**config.mk**
```make
export PLATFORM = sky130hd
export DESIGN_NAME = ifu_fetch
export DESIGN_NICKNAME = d
export VERILOG_FILES = /design/src/rtl/ifu_fetch.sv
export SDC_FILE = /design/constraint.sdc
export NUM_CORES = 1
export LEC_CHECK = 0
export BUFFER_PORTS_ARGS = -buffer_cell sky130_fd_sc_hd__buf_2
export CAP_MARGIN = 0
export CORE_UTILIZATION = 35
export DETAILED_ROUTE_END_ITERATION = 7
export HOLD_SLACK_MARGIN = 0.06
export PLACE_DENSITY = 0.63
export SLEW_MARGIN = 25
export SYNTH_ARGS = -nofsm -noshare
export SYNTH_HDL_FRONTEND = slang
export SYNTH_SLANG_ARGS = --single-unit
```
**constraint.sdc**
```tcl
create_clock -name clk -period 1.7 [get_ports clk]
set_input_delay 0.34 -clock clk [delete_from_list [all_inputs] [get_ports clk]]
set_output_delay 0.34 -clock clk [all_outputs]
set_load 0.1 [all_outputs]
```
**src/rtl/ifu_fetch.sv**
```systemverilog
// rtl/ifu_fetch.sv - instruction fetch stage: PC owner, single-outstanding imem requester, IF/ID presenter
// Redirects from EX retarget the PC and kill any fetch already in flight.
module ifu_fetch #(
  parameter logic [31:0] RESET_PC = 32'h8000_0000
) (
  input  logic        clk,
  input  logic        rst,
  input  logic        redirect,
  input  logic [31:0] redirect_pc,
  output logic        imem_req,
  output logic [31:0] imem_addr,
  input  logic        imem_gnt,
  input  logic        imem_rvalid,
  input  logic [31:0] imem_rdata,
  output logic        out_valid,
  input  logic        out_ready,
  output logic [31:0] out_pc,
  output logic [31:0] out_inst
);

  typedef enum logic [1:0] {
    S_REQ  = 2'd0,
    S_WAIT = 2'd1,
    S_HOLD = 2'd2
  } state_t;

  state_t      state, state_nx;
  logic [31:0] pc, pc_nx;
  logic [31:0] out_pc_r, out_pc_nx;
  logic [31:0] out_inst_r, out_inst_nx;
  logic        kill, kill_nx;

  always_ff @(posedge clk) begin
    if (rst) begin
      state      <= S_REQ;
      pc         <= RESET_PC;
      kill       <= 1'b0;
      out_pc_r   <= 32'h0;
      out_inst_r <= 32'h0;
    end else begin
      state      <= state_nx;
      pc         <= pc_nx;
      kill       <= kill_nx;
      out_pc_r   <= out_pc_nx;
      out_inst_r <= out_inst_nx;
    end
  end

  always_comb begin
    state_nx    = state;
    pc_nx       = pc;
    kill_nx     = kill;
    out_pc_nx   = out_pc_r;
    out_inst_nx = out_inst_r;
    case (state)
      S_REQ: begin
        if (imem_gnt) begin
          state_nx = S_WAIT;
          if (redirect) kill_nx = 1'b1;
        end
      end
      S_WAIT: begin
        // A redirect arriving with the response makes that response stale too.
        if (imem_rvalid) begin
          if (kill || redirect) begin
            kill_nx  = 1'b0;
            state_nx = S_REQ;
          end else begin
            out_inst_nx = imem_rdata;
            out_pc_nx   = pc;
            state_nx    = S_HOLD;
          end
        end else if (redirect) begin
          kill_nx = 1'b1;
        end
      end
      S_HOLD: begin
        if (redirect) begin
          state_nx = S_REQ;
        end else if (out_ready) begin
          pc_nx    = pc + 32'd4;
          state_nx = S_REQ;
        end
      end
      default: state_nx = S_REQ;
    endcase
    if (redirect) pc_nx = redirect_pc;
  end

  assign imem_req  = (state == S_REQ);
  assign imem_addr = pc;
  assign out_valid = (state == S_HOLD);
  assign out_pc    = out_pc_r;
  assign out_inst  = out_inst_r;

endmodule

```
**Yosys cells after proc, flatten, opt, wreduce, memory -nomap -nowiden**

Cells that the tools add are included.

- Reductions and logical operators: 9
- Mux-type cells: 14
- Eq/ne operators: 6
- Add/subtract/negate cells: 1
- Bitwise gates (word level): 1

Operator list:

| operator | count |
|---|---|
| $mux W32 | 3 |
| $add A32 B3 Y32 const B | 1 |
| $mux W2 | 5 |
| $reduce_and A3 Y1 | 3 |
| $pmux W2 S3 | 1 |
| $reduce_bool A2 Y1 | 3 |
| $mux W1 | 4 |
| $ne A3 B2 Y1 const B | 1 |
| $ne A3 B3 Y1 const B | 1 |
| $eq A2 B1 Y1 const B | 1 |
| $eq A2 B2 Y1 const B | 1 |
| $logic_not A2 Y1 | 1 |
| $ne A2 B1 Y1 const B | 1 |
| $ne A2 B2 Y1 const B | 1 |
| $pmux W1 S2 | 1 |
| $reduce_and A2 Y1 | 1 |
| $logic_or A1 B1 Y1 | 1 |
| $not A1 Y1 | 1 |

- Logic and storage cells: 36
- Register bits after elaboration: 99
- Output and inout bits: 98
- Input bits: 70

**Logic depth before layout (Yosys ltp)**

Gate-level depths: netlist of the first run.

- Depth after elaboration: 4
- Mapped depth: 8
- Depth with buffers taken out: 6

**Worst setup path before layout of the first run**

Ideal clock, no wire load.

- Kind: register -> register
- Start point: reg pc[2] (netlist: imem_addr[2])
- End point: reg pc[28] (netlist: imem_addr[28])
- Cell stages (with the launch flop): 7
- Data required time: 1.609 ns
- Arrival: 2.447 ns
- Library setup time: 0.091 ns
- Slack: -0.838 ns
- Path buffers: 0
- Period minus slack after synthesis: 2.538 ns
- Cell sequence: dfxtp_1 ha_1 nand3_1 nor3_4 nand3_2 or3_1 a311oi_1

- Longest elaborated chain between the ends: 4

Ends and longest elaborated chain:

| item | RTL line | RTL |
|---|---|---|
| start, declared | 28 | `logic [31:0] pc, pc_nx;` |
| start signal, assigned | 42 | `pc <= pc_nx;` |
| $add A32 B3 Y32 | 81 | `pc_nx = pc + 32'd4;` |
| $mux W32 | 80 | `end else if (out_ready) begin` |
| $mux W32 | 55 | `case (state)` |
| $mux W32 | 87 | `if (redirect) pc_nx = redirect_pc;` |

Every way passes these cells. The select of a mux whose other input is x is not followed.
A chain may end at the register's enable or synchronous reset.

**Worst setup path in the final report of the first run**

- Start point: reg pc[15] (netlist: imem_addr[15])
- End point: reg pc[29] (netlist: imem_addr[29])

Same word-level chain as after synthesis.

==> results.py, run 1 <==
metrics = {
    "drt": {
        "wl_met3_um": 795,
        "postRouteWirelength_um": 11540,
        "number_of_detailed_routing_iterations_run_before_antenna_repair": 4,
        "route.layer.met1.wl_um": 5202,
        "final_antenna_net_count": 0,
        "detail_route.drc_violations": 0,
        "wl_per_cell_um": 13.80,
        "vias": 4141,
        "maxUsedRoutingLayer": "met4",
        "dr.first_iter.drc_count": 195,
        "met2_length_um": 5381,
        "route.detailed.vias_per_inst": 4.953,
    },
    "clock_tree": {
        "clock-sinks": 99,
        "cts_inserted_buffers": 9,
        "cts_max_level": 3,
        "clock_path_buffers": 2,
        "tritoncts": "built",
        "holdBufCountCts": 0,
        "clock_latency_reported_for_the_late_side_of_the_worst_skew_pair_ns": 0.34,
        "clk_transition_reported_paths_ns": 0.07,
        "clock-root-buffer": "clkbuf_16",
    },
    "cells_and_area": {
        "diodes": 0,
        "num-nets-final": 759,
        "final_common_cell": "buf_2",
        "final_layout_size_suffix_gt1_share_pct": 39.39,
        "fin_util_pct": 50.73,
        "filler_cell_count": 1146,
        "most-common-layout-cells": "buf_2 (164), nand2_1 (143), a21oi_1 (71)",
        "area.growth.synth_to_final_pct": 41.81,
    },
    "floorplanning": {
        "chipHeight_um": 110.0,
        "design.die.area_mm2": 0.01211,
        "num_rows": 39,
        "floorplan.die.width_um": 110.0,
        "initial_utilization_pct": 35.78,
        "core_area_mm2": 0.01142,
        "io_pins": 168,
    },
    "timing": {
        "period_needed_ns": 1.614,
        "rsz0062_at_grt": "true",
        "max_clock_freq_mhz": 619.6,
        "worst_slew_pin_slew_ns": 0.5084,
        "holdWs_ns": 0.2271,
        "skew_ns": 0.008336,
        "slew_violations": 0,
        "slew-limit-headroom_pct": 66.34,
        "layout_worst_path_cycle_share_pct": 94.94,
        "count_of_final_hold_check_violations": 0,
        "final-setup-viol-count": 0,
    },
    "global_routing": {
        "grtUsageTotal_pct": 19.38,
        "pin_count_of_the_biggest_net_entering_global_routing": 66,
        "grt_first_pass_wirelength_um": 18210,
        "number_of_global_route_vias_before_repair": 3891,
        "grt_overflow": 0,
        "grt_antenna_before_repair": 0,
    },
    "placement": {
        "buffer_ports.inserted": 167,
        "post-dp-hpwl_um": 8435,
        "place.gp.congestion": 0.7994,
    },
    "yosys": {
        "synth_largest_area_cell": "dfxtp_1",
        "syn_area_per_cell_um2": 8.073,
        "synth_simple_gate_area_share_pct": 26.83,
        "synth_largest_type_area_fraction_pct": 48.51,
        "synth_top_family_by_area": "simple AND/OR/NAND/NOR gates",
        "synth.distinct_cells": 39,
        "synth_warnings": 0,
        "post_synth_inst_count": 506,
        "synth-seq-area-share_pct": 48.51,
        "synth_compound_area_share_pct": 13.69,
        "synth_fa_ha_area_share_pct": 0.3063,
        "yosys-top-cells-area": "dfxtp_1 (49%), nand2_1 (13%), a21oi_1 (8.7%)",
        "mappedNetlistNets": 577,
        "synth_enable_flop_cells": 0,
        "netlist_area_mm2": 0.004085,
        "asyncSetResetFlopFracSynth_pct": 0,
        "synth.ff_latch_count": 99,
        "synth_mux_area_share_pct": 1.225,
        "dominantRegCellSynth": "dfxtp_1",
        "synth_xor_xnor_area_share_pct": 5.360,
    },
    "power": {
        "power_per_cell_area_mw_per_mm2": 951.7,
        "power_leakage_nw": 2.479,
        "irDropWorstVdd_v": 0.0006474,
    },
    "job": {
        "maxCapViolCount": 0,
    },
    "min_path": {
        "worst_hold_path.num_cells": 3,
        "worst_hold_launch": "redirect_pc[2]",
        "worst_hold_path_type": "input port to register",
        "worstHoldEndpoint": "imem_addr[2]$_SDFFE_PP0P_",
    },
    "worst_setup_path": {
        "timing.critical_path.max_delay_family": "simple AND/OR/NAND/NOR gates",
        "cp_num_buf_inv": 0,
        "crit-reg2reg-launch": "imem_addr[15]$_SDFFE_PP0P_",
        "timing.critical_path.slowest_cell_delay_ns": 0.34,
        "critPathLaunchType": "register",
        "cp_data_arrival_time_ns": 1.87,
        "r2r-end": "imem_addr[29]$_SDFFE_PP0P_",
        "cp-startpoint": "imem_addr[15]$_SDFFE_PP0P_",
        "series_of_cell_instances_along_the_critical_path": "and4_1, and4_4, nand4_4, or3_1, a311oi_2",
        "critical_path_required_ns": 1.96,
        "timing_worst_setup_path_type": "register to register",
        "reg2reg_slack_ns": 0.09,
        "cpMaxStageDelayCell": "dfxtp_4",
        "depth_of_the_worst_register_to_register_path": 5,
        "critical_path_peak_fanout": 4,
        "setup.worst_path.end_class": "register",
    },
    "status": {
        "run_status": "finished clean",
    },
}
## worst max-delay path by stage
stage                     slack, ns  depth (start not counted)                    endpoint
after floorplan               -0.15                          6  imem_addr[28]$_SDFFE_PP0P_
after global placement         0.02                          6  imem_addr[29]$_SDFFE_PP0P_
after detailed placement      -0.03                          6  imem_addr[29]$_SDFFE_PP0P_
after CTS                      0.02                          3                   out_valid
after global routing         -0.005                          6  imem_addr[26]$_SDFFE_PP0P_
final                          0.09                          5  imem_addr[29]$_SDFFE_PP0P_
## per-stage QoR
step | setup WS, ns | TNS (ns) | std cells | cell area [um^2] | power [W]
floorplan | -0.1492 | -0.3783 | 506 | 4210 | 0.003282
finish | 0.08605 | 0 | 836 | 5793 | 0.005513
global placement | 0.02491 | 0 | 819 | 5450 | 0.003554
global route | -0.004588 | -0.008319 | 836 | 5793 | 0.005740
detailed placement | -0.02935 | -0.02935 | 819 | 5450 | 0.003567
CTS | 0.02360 | 0 | 835 | 5741 | 0.005557
## routing by layer
layer  track usage [%]  vias to the layer above
met5                 0                        -
met4             6.667                        0
met3             6.290                       12
met2             32.14                      122
met1             23.53                     1933
li1                  -                     2074
## where the power goes
| part | total, W | internal (W) | switching [W] |
|---|---|---|---|
| clock | 0.00199 | 0.00113 | 0.000855 |
| combinational | 0.00106 | 0.000247 | 0.000808 |
| sequential | 0.00247 | 0.00239 | 0.0000763 |
| total | 0.00551 | 0.00377 | 0.00174 |
## tightest hold or removal path, stage by stage
cell and delay (ns):
buf_2 0.07, a21oi_1 0.05, nor2_1 0.07
## sequential cells by signal (all words and copies together), names as in the netlist
name and cells:
kill 1, state 2, out_inst 32, imem_addr 32
out_pc 32
## repair_timing
action                     4_1_cts  5_1_grt
buffers inserted                 0        1
resized for setup                2       13
setup endpoints to repair        2       42
pin swaps                        0        4
## cells in the mapped netlist, drive strengths merged (3+ instances only)
master  number
a211oi      19
a21oi       71
and2         4
and3         3
and4         6
buf          6
clkbuf      30
dfxtp       99
mux2i        5
nand2      144
nand3        7
nand4       14
nand4b       3
nor2        38
nor3         6
nor4         4
o21ai        4
or3          4
xnor2        9
xor2        16
## kinds of logic after synthesis
logic type	count (synthesis)
fa+ha+maj	1
mux	5
compound gates	99
simple gates	238
xor+xnor	25
flops	99
buf+inv	39
## final cells by class
| class | instances | area [um^2] | area share (%) |
|---|---|---|---|
| sequential | 99 | 2072 | 35.77 |
| multi-input combinational | 368 | 2022 | 34.90 |
| timing repair buffer | 207 | 1222 | 21.10 |
| clock buffer | 11 | 232.7 | 4.017 |
| tap | 143 | 178.9 | 3.089 |
| clock inverter | 5 | 53.80 | 0.9287 |
| inverter | 3 | 11.26 | 0.1944 |
Note: power is estimated with default switching activity, not from simulation.
==> run 2, diff against run 1 <==
--- a/config.mk
+++ b/config.mk
@@ -5,12 +5,13 @@
 export SDC_FILE = /design/constraint.sdc
 export NUM_CORES = 1
 export LEC_CHECK = 0
+export ABC_AREA = 1
 export BUFFER_PORTS_ARGS = -buffer_cell sky130_fd_sc_hd__buf_2
 export CAP_MARGIN = 0
+export CORE_MARGIN = 10
 export CORE_UTILIZATION = 35
 export DETAILED_ROUTE_END_ITERATION = 7
-export HOLD_SLACK_MARGIN = 0.06
-export PLACE_DENSITY = 0.63
+export PLACE_DENSITY = 0.61
 export SLEW_MARGIN = 25
 export SYNTH_ARGS = -nofsm -noshare
 export SYNTH_HDL_FRONTEND = slang
==> results.py, run 2 <==
metrics = {
    "min_path": {
        "worst_hold_path_type": "input port to register",
    },
    "power": {
        "fin_total_pwr_w": 0.005943,
        "power.switching_fraction_pct": 34.33,
        "irDropWorstVdd_v": 0.0004114,
        "switching_power_w": 0.002040,
        "pwr-share-seq_pct": 42.4,
        "internal_power_w": 0.003903,
        "power_leakage_nw": 2.896,
        "clockPowerShare_pct": 36.5,
        "combinational_share_of_power_pct": 21.1,
        "power_per_cell_area_mw_per_mm2": 989.5,
    },
    "global_routing": {
        "pin_count_of_the_biggest_net_entering_global_routing": 70,
        "grt_overflow": 0,
        "grt_antenna_before_repair": 1,
        "grtUsageTotal_pct": 17.32,
        "grt_first_pass_wirelength_um": 24880,
        "number_of_global_route_vias_before_repair": 4741,
    },
    "timing": {
        "max_clock_freq_mhz": 613.0,
        "skew_ns": 0.007387,
        "worst_slew_pin_slew_ns": 0.5097,
        "count_of_final_hold_check_violations": 0,
        "final.setup.tns_ns": 0,
        "rsz0062_at_grt": "false",
        "slew-limit-headroom_pct": 66.26,
        "layout_worst_path_cycle_share_pct": 95.96,
        "period_needed_ns": 1.631,
        "slew_violations": 0,
        "final-setup-viol-count": 0,
    },
    "drt": {
        "final_antenna_net_count": 0,
        "vias": 4702,
        "dr.first_iter.drc_count": 290,
        "number_of_detailed_routing_iterations_run_before_antenna_repair": 5,
        "detail_route.drc_violations": 0,
        "route.detailed.vias_per_inst": 4.721,
        "wl_per_cell_um": 15.52,
        "postRouteWirelength_um": 15460,
    },
    "yosys": {
        "synth-seq-area-share_pct": 43.81,
        "netlist_area_mm2": 0.004524,
        "asyncSetResetFlopFracSynth_pct": 0,
        "synth_enable_flop_cells": 0,
        "syn_area_per_cell_um2": 6.971,
        "synth.distinct_cells": 34,
        "synth_largest_area_cell": "dfxtp_1",
        "yosys-top-cells-area": "dfxtp_1 (44%), nor2_1 (12%), nand2_1 (9.8%)",
        "most_used_standard_cell_by_instance_count_after_synthesis": "nor2_1",
        "synth_warnings": 0,
        "synth_common_cells": "nor2_1 (140), nand2_1 (118), dfxtp_1 (99), o21ai_0 (80), a21oi_1 (44)",
        "synth_largest_type_area_fraction_pct": 43.81,
        "synth.ff_latch_count": 99,
        "post_synth_inst_count": 649,
        "dominantRegCellSynth": "dfxtp_1",
        "mappedNetlistNets": 720,
    },
    "placement": {
        "post-dp-hpwl_um": 11590,
        "buffer_ports.inserted": 167,
        "place_area_mm2": 0.005628,
        "place.gp.congestion": 0.8604,
    },
    "floorplanning": {
        "design.die.area_mm2": 0.01787,
        "core_area_mm2": 0.01262,
        "num_rows": 41,
        "io_pins": 168,
        "initial_utilization_pct": 35.85,
        "floorplan.die.width_um": 133.7,
        "chipHeight_um": 133.7,
    },
    "cells_and_area": {
        "final_layout_size_suffix_gt1_share_pct": 33.01,
        "area_of_combinational_cells_with_multiple_inputs_mm2": 0.002240,
        "fin_util_pct": 47.59,
        "most-common-layout-cells": "buf_2 (166), nor2_1 (139), nand2_1 (117)",
        "finalInstanceArea_mm2": 0.006006,
        "seqCellArea_mm2": 0.002022,
        "num-nets-final": 890,
        "filler_cell_count": 1325,
        "final_common_cell": "buf_2",
        "diodes": 0,
        "area.growth.synth_to_final_pct": 32.74,
    },
    "status": {
        "run_status": "finished clean",
    },
    "worst_setup_path": {
        "cpMaxStageDelayCell": "buf_2",
        "setup.worst_path.end_class": "output pin",
        "critical_path_required_ns": 1.36,
        "cp_num_buf_inv": 2,
        "series_of_cell_instances_along_the_critical_path": "buf_4, buf_2",
        "cp_data_arrival_time_ns": 1.29,
        "timing_worst_setup_path_type": "register to output pin",
        "critPathLaunchType": "register",
        "timing.critical_path.slowest_cell_delay_ns": 0.44,
        "timing.critical_path.max_delay_family": "buffers and inverters",
        "critical_path_peak_fanout": 4,
    },
    "clock_tree": {
        "clock_latency_reported_for_the_late_side_of_the_worst_skew_pair_ns": 0.36,
        "clock-root-buffer": "clkbuf_16",
        "clk_transition_reported_paths_ns": 0.07,
        "tritoncts": "built",
        "clock-sinks": 99,
        "holdBufCountCts": 0,
        "cts_max_level": 3,
        "cts_inserted_buffers": 9,
        "clock_path_buffers": 2,
    },
    "job": {
        "maxCapViolCount": 0,
    },
}
run 2: kinds of logic (layout without fill, tap and decap cells):
logic type                 count (synthesis)  after routing  share of synthesized area [%]
buffers and inverters                     79            254                          7.301
and+or+nand+nor                          317            317                          29.89
adders and majority gates                  1              1                         0.2765
DFF                                       99             99                          43.81
xor gates and xnor gates                   9              9                          1.742
AOI/OAI and AO/OA                        144            144                          16.98
run 2: worst reg2reg max path: cells and delay by family (launching register included):
| kind | cells | cell delay (ns) |
|---|---|---|
| simple gates | 8 | 0.88 |
| flops | 1 | 0.39 |
| fa+ha+maj | 1 | 0.14 |
| compound gates | 1 | 0.05 |
run 2: per-layer routing:
metal  part of all wire (%)  GRT usage [%]
met5                  0.078              0
met3                     11          8.308
met1                     43          20.76
met4                    1.5          5.562
met2                     45          26.65
run 2: area by class of cell:
type	count	area share [%]
multi-input combinational	471	37.29
sequential	99	33.67
clock inverter	5	1.000
tap	172	3.583
timing repair buffer	190	17.25
clock buffer	11	4.208
inverter	48	3.000
run 2: per-stage QoR:
step | cells | setup slack, ns | hold slack, ns
floorplan | 649 | 0.008651 | 0.4308
global placement | 975 | -0.04027 | 0.4494
detailed placement | 975 | 0.01104 | 0.4603
CTS | 991 | 0.02147 | 0.1885
global route | 996 | 0.01896 | 0.1921
finish | 996 | 0.06873 | 0.1995
run 2: worst paths after layout:
check	cells past startpoint	startpoint	slack, ns	to
max	2	imem_addr[15]$_SDFFE_PP0P_	0.07	imem_addr[15]
min	3	imem_rdata[10]	0.20	out_inst[10]$_SDFFE_PP0P_
max reg2reg	10	imem_addr[2]$_SDFFE_PP0P_	0.11	imem_addr[26]$_SDFFE_PP0P_
min reg2reg	2	kill$_SDFFE_PP0P_	0.47	kill$_SDFFE_PP0P_
run 2: power groups by stage:
stage / Clock [W] / Sequential, W / Combinational [W]
after global placement: 0 / 0.00257 / 0.00125
after CTS: 0.00221 / 0.00252 / 0.00126
final: 0.00217 / 0.00252 / 0.00126
after detailed placement: 0 / 0.00257 / 0.00125
after global routing: 0.00232 / 0.00253 / 0.00133
after floorplan: 0 / 0.00324 / 0.000280
run 2: what timing repair did:
item	in CTS	in global routing
buffers inserted	0	5
pin swaps	0	2
setup endpoints to repair	2	1
cloned	0	0
resized for setup	2	4
